File: config.mk
export PLATFORM = sky130hd
export DESIGN_NAME = booth_seq_mult
export DESIGN_NICKNAME = d
export VERILOG_FILES = /design/src/rtl/booth_seq_mult.sv
export SDC_FILE = /design/constraint.sdc
export NUM_CORES = 1
export LEC_CHECK = 0
export BUFFER_PORTS_ARGS = -buffer_cell sky130_fd_sc_hd__buf_4
export CAP_MARGIN = 0
export CORE_ASPECT_RATIO = 1.4
export CORE_MARGIN = 2
export CORE_UTILIZATION = 32
export DETAILED_ROUTE_END_ITERATION = 12
export GPL_TIMING_DRIVEN = 1
export PLACE_DENSITY_LB_ADDON = 0.05
export SLEW_MARGIN = 20
export SYNTH_ARGS = -nofsm -noshare
export SYNTH_HDL_FRONTEND = slang
export SYNTH_SLANG_ARGS = --single-unit
File: constraint.sdc
create_clock -name i_clk -period 8.1 [get_ports i_clk]
set_input_delay 0.81 -clock i_clk [delete_from_list [all_inputs] [get_ports i_clk]]
set_output_delay 0.81 -clock i_clk [all_outputs]
set_load 0.01 [all_outputs]
File: src/rtl/booth_seq_mult.sv
// Sequential radix-2 Booth multiplier: one add/sub-and-shift step per clock,
// WIDTH+1 steps per operation, signed or unsigned operands selected per request.
module booth_seq_mult #(
    parameter int WIDTH = 16
) (
    input  logic                 i_clk,
    input  logic                 i_rst,
    input  logic                 i_start,
    input  logic                 i_is_signed,
    input  logic [WIDTH-1:0]     i_multiplicand,
    input  logic [WIDTH-1:0]     i_multiplier,
    output logic                 o_ready,
    output logic                 o_busy,
    output logic                 o_done,
    output logic [2*WIDTH-1:0]   o_product
);

    localparam int CW = $clog2(WIDTH + 2);

    localparam logic [1:0] S_IDLE = 2'd0;
    localparam logic [1:0] S_RUN  = 2'd1;
    localparam logic [1:0] S_DONE = 2'd2;

    logic [1:0]         r_state;
    logic [CW-1:0]      r_cnt;
    logic [WIDTH+1:0]   r_a;
    logic [WIDTH+1:0]   r_m;
    logic [WIDTH:0]     r_q;
    logic               r_q1;
    logic [2*WIDTH-1:0] r_product;

    logic [WIDTH+1:0]   w_ext_m;
    logic [WIDTH:0]     w_ext_q;
    logic [WIDTH+1:0]   w_sum;
    logic [WIDTH+1:0]   w_a_nxt;
    logic [WIDTH:0]     w_q_nxt;
    logic [2*WIDTH-1:0] w_prod_nxt;
    logic               w_load;

    // Unsigned operands get a zero top bit, so the same signed Booth datapath
    // handles both modes; the second guard bit on M keeps A +/- M from wrapping.
    assign w_ext_m = {{2{i_is_signed & i_multiplicand[WIDTH-1]}}, i_multiplicand};
    assign w_ext_q = {i_is_signed & i_multiplier[WIDTH-1], i_multiplier};

    always_comb begin
        w_sum = r_a;
        case ({r_q[0], r_q1})
            2'b01:   w_sum = r_a + r_m;
            2'b10:   w_sum = r_a - r_m;
            default: w_sum = r_a;
        endcase
    end

    assign w_a_nxt    = {w_sum[WIDTH+1], w_sum[WIDTH+1:1]};
    assign w_q_nxt    = {w_sum[0], r_q[WIDTH:1]};
    assign w_prod_nxt = {w_a_nxt[WIDTH-2:0], w_q_nxt};

    assign w_load = i_start && (r_state != S_RUN);

    always_ff @(posedge i_clk or posedge i_rst) begin
        if (i_rst) begin
            r_state   <= S_IDLE;
            r_cnt     <= '0;
            r_a       <= '0;
            r_m       <= '0;
            r_q       <= '0;
            r_q1      <= 1'b0;
            r_product <= '0;
        end else if (w_load) begin
            r_state <= S_RUN;
            r_cnt   <= CW'(WIDTH + 1);
            r_a     <= '0;
            r_m     <= w_ext_m;
            r_q     <= w_ext_q;
            r_q1    <= 1'b0;
        end else begin
            case (r_state)
                S_RUN: begin
                    r_a   <= w_a_nxt;
                    r_q   <= w_q_nxt;
                    r_q1  <= r_q[0];
                    r_cnt <= r_cnt - 1'b1;
                    if (r_cnt == CW'(1)) begin
                        r_state   <= S_DONE;
                        r_product <= w_prod_nxt;
                    end
                end
                default: r_state <= S_IDLE;
            endcase
        end
    end

    assign o_ready   = (r_state != S_RUN);
    assign o_busy    = (r_state == S_RUN);
    assign o_done    = (r_state == S_DONE);
    assign o_product = r_product;

endmodule
=== After elaboration in Yosys (flattened, before gate mapping) ===
Index checks and enable logic that the tools add are counted.

* Input port bits: 36
* Logic and storage cells: 35
* Flip-flop bits (word level): 92
* Output and inout port bits: 35

* Muxes and demuxes: 12
* Bitwise gates (word level): 3
* Reduce and logical (&&, ||, !) cells: 3
* Add/sub/neg operators: 3
* Equality and inequality tests: 7

{| class="wikitable"
|+ Operators by type and width
! operator !! count
|-
| $mux W18 || 2
|-
| $pmux W18 S2 || 1
|-
| $mux W17 || 2
|-
| $add A18 B18 Y18 || 1
|-
| $sub A18 B18 Y18 || 1
|-
| $mux W5 || 2
|-
| $mux W2 || 3
|-
| $eq A5 B1 Y1 const B || 1
|-
| $sub A5 B1 Y5 const B || 1
|-
| $eq A2 B1 Y1 const B || 2
|-
| $eq A2 B2 Y1 const B || 2
|-
| $ne A3 B1 Y1 const B || 1
|-
| $reduce_and A3 Y1 || 1
|-
| $and A1 B1 Y1 || 2
|-
| $mux W1 || 2
|-
| $ne A2 B1 Y1 const B || 1
|-
| $reduce_bool A2 Y1 || 1
|-
| $logic_and A1 B1 Y1 || 1
|-
| $not A1 Y1 || 1
|}

=== Longest topological paths before layout ===
* Depth in word-level cells: 4
* Mapped depth: 16
* Depth with buffers taken out: 15

=== Least setup slack after synthesis ===
OpenSTA, ideal clock, no wires.

* Kind: reg-to-reg
* From: reg r_m[0]
* To: reg r_a[14]
* Required time: 8.020 ns
* Cell stages (with the launch flop): 15
* Buffers on the path: 0
* Clock period less this slack: 3.309 ns
* Library setup time: 0.080 ns
* Arrival time: 3.229 ns
* Slack: 4.791 ns
* Path through: dfrtp_1 > inv_1 > ha_1 > nor2b_1 > nand3b_1 > o41ai_1 > xor2_1 > ha_1 > and3_1 > nand3_1 > o21ai_0 > nor3b_1 > mux2_2 > a2111oi_4 > a2bb2oi_1

* Cells in the longest elaborated chain, start to end: 4
* Elaborated cells between the ends (all ways): 5
* Classes of those cells: 2 x add/sub; 3 x mux

{| class="wikitable"
|+ RTL lines
! what !! line !! source
|-
| start, declared || 27 || <nowiki>logic [WIDTH+1:0] r_m;</nowiki>
|-
| start signal, assigned || 73 || <nowiki>r_m <= w_ext_m;</nowiki>
|-
| $sub A18 B18 Y18 / $add A18 B18 Y18 (equally long branches) || 49, 48 ||
|-
| $pmux W18 S2 * || 47 || <nowiki>case ({r_q[0], r_q1})</nowiki>
|-
| $mux W18 * || 77 || <nowiki>case (r_state)</nowiki>
|-
| $mux W18 * || 69 || <nowiki>end else if (w_load) begin</nowiki>
|-
| end signal, assigned || 79 || <nowiki>r_a <= w_a_nxt;</nowiki>
|-
| end, declared || 26 || <nowiki>logic [WIDTH+1:0] r_a;</nowiki>
|}

Mark *: on every way between the ends. The rest lies on a longest branch, timed or not. The select of a mux whose other input is x is not followed.
A chain may end at the register's enable or synchronous reset.

=== Worst setup path after layout ===
Same ends and word-level chain as after synthesis.

==> metrics.cfg <==
[run_status]
status=finished clean

[setup_path]
worstReg2RegEnd=r_a[14]
critPathLaunch=r_m[0]
criticalPathCategory=register to register
reg2reg_depth=14
r2r_slack_ns=4.21
crit_required_ns=8.37
worstPathArrival_ns=4.17
critPathCaptureType=register
start_kind=register
r2r_start=r_m[0]
critPathMaxFanout=6

[clock_network]
clk_latency_ns=0.35
cts_made_buffers=9
cts.path.max_buffers=2
h-tree-depth=3
holdBufCountCts=0
cts.clk_slew.worst_paths_ns=0.07
cts-root-buf=clkbuf_16
post_cts_buffers=0
cts_num_sinks=91
cts_tree=done
post_cts_resized=0

[yosys]
async_reset_ff_share_pct=100
syn_avg_cell_area_um2=9.38
synthCells=545
ys_ff_latch=91
synth_edf_count=0
yosys.area.top_type=dfrtp_1
synth.area.top_cells=dfrtp_1 (45%), nand2_1 (7.8%), o21ai_0 (5.2%), ha_1 (5.1%), mux2i_1 (5.1%)
synth_common_cells=nand2_1 (106), dfrtp_1 (91), o21ai_0 (53)
ys_seq_area_share_pct=44.6
yosysTopAreaCellShare_pct=44.6
synth_warnings=0
syn_nets=603
ys_types=46
syn_area_um2=5110
ys.flop_type=dfrtp_1
synthMostInstantiatedCell=nand2_1

[min_path]
hp-start=o_product[1]
hold_depth=2
min_to=o_product[1]
hold_path_class=register to register

[finish]
antenna_cells=0
layout.nets=661
drive_above_1_share_pct=19.7
areaGrowthSynthToFinish_pct=19.5
final_core_utilization_pct=39.1

[sta]
fmax_ghz=0.257
final-max-slew-violation-count=0
worstMarginPinSlew_ns=0.894
worst_slew_margin_rel_pct=40.3
period_needed_ns=3.89
finalCritPeriodShare_pct=48.1
rsz0062_at_grt=no
setup_tns_ns=0
fin_skew_ns=0.00561
final-hold-violation-count=0
setup_violations=0

[floorplanning]
die_area_um2=17000
num_rows=54
coreArea_um2=15600
initial_core_util_pct=32.7
io_pins=71
die_w_um=111
die_height_um=154

[drt]
postRouteAntennaNets=0
post_drt_wl_per_cell_um=16.7
drc_errors=0
vias_per_cell=5.04
drt_pass1_iterations=4
vias=4051
wl_mm=13.5
drtIter0Drc=200

[grt]
antenna_found_initial=0
grt.overflow.total=0
first_global_vias=4231
grtUsageTotal_pct=16.1
grt_max_degree=61
grt_pass1_wl_mm=21.9

[placed_design]
gp_congestion=0.832
port_buffers=70
hpwlAfterDp_mm=9.30

[job]
cap_violations=0

[sequential cells by signal (all words and copies together), names as in the netlist]
register,cells
o_product,32
r_a,17
r_cnt,5
r_m,17
r_q,17
r_q1,1
r_state,2
[metrics by stage]
step / instances / worst slack [ns] / hold slack (ns) / area [µm²]
after global routing: 804 / 3.95 / 0.501 / 6110
after floorplan: 545 / 4.79 / 0.453 / 5110
after global placement: 788 / 4.39 / 0.460 / 5810
after detailed placement: 788 / 4.28 / 0.464 / 5810
final: 804 / 4.21 / 0.474 / 6110
after CTS: 804 / 4.26 / 0.481 / 6110
[logic make-up after synthesis]
| kind of cell | count (synthesis) | share of synthesized area (%) |
|---|---|---|
| fa+ha+maj | 22 | 5.53 |
| simple gates | 193 | 18.2 |
| buf+inv | 46 | 3.40 |
| flops | 91 | 44.6 |
| mux | 46 | 9.50 |
| xor+xnor | 27 | 4.63 |
| compound gates | 120 | 14.2 |
[routing by layer]
layer  up-vias  global-route usage (%)  share of wire [%]
li1       2010                       -                  -
met1      1938                    18.0                 40
met2        90                    30.0                 53
met3        13                    3.82                5.3
met4         0                    5.12                1.4
met5         -                       0                  0
[how the worst max path moves through the flow]
| stage | end | slack [ns] | cells after the start |
|---|---|---|---|
| 3_3_place_gp | r_a[14] | 4.39 | 14 |
| 5_1_grt | r_a[14] | 3.95 | 14 |
| 4_1_cts | r_a[14] | 4.26 | 14 |
| 2_1_floorplan | r_a[14] | 4.79 | 14 |
| 3_5_place_dp | r_a[14] | 4.28 | 14 |
| 6_report | r_a[14] | 4.21 | 14 |
[layout by cell type (no fill, tap or decap), types with 2 or more instances in the layout]
cell type,count
a21o_1,7
a21oi_1,29
a31oi_1,6
and3_1,9
buf_4,75
clkbuf_16,9
clkinv_2,3
dfrtp_1,91
ha_1,21
inv_1,17
mux2_2,20
mux2i_1,26
nand2_1,106
nand2b_1,3
nand3_1,7
nand3b_1,12
nand4_1,3
nor2_1,19
nor2b_1,7
nor3_1,9
nor3b_1,5
nor3b_4,2
o211ai_1,2
o21ai_0,53
o21bai_1,2
o22a_1,2
o31ai_1,9
or2_2,3
or3_1,4
xnor2_1,24
xor2_1,3
[layout make-up]
type                            instances  area [µm²]
Multi-Input combinational cell        408        2660
Fill cell                            1553        9500
Clock buffer                           10         229
Clock inverter                          6        65.1
Sequential cell                        91        2280
Inverter                               18        68.8
Timing Repair Buffer                   75         563
Tap cell                              196         245
[critical path, cell delays in order (launching register included)]
cell and delay [ns]:
dfrtp_1 0.41, inv_1 0.07, ha_1 0.15, nor2b_1 0.22
nand3b_1 0.19, o41ai_1 0.36, xor2_1 0.29, ha_1 0.35
and3_1 0.21, nand3_1 0.08, o21ai_0 0.14, nor3b_1 0.40
mux2_2 0.41, a2111oi_4 0.35, a2bb2oi_1 0.19
Power is left out: the tool's default activity adds up to more than one toggle a clock period on the data nets, which glitch-free logic cannot reach.
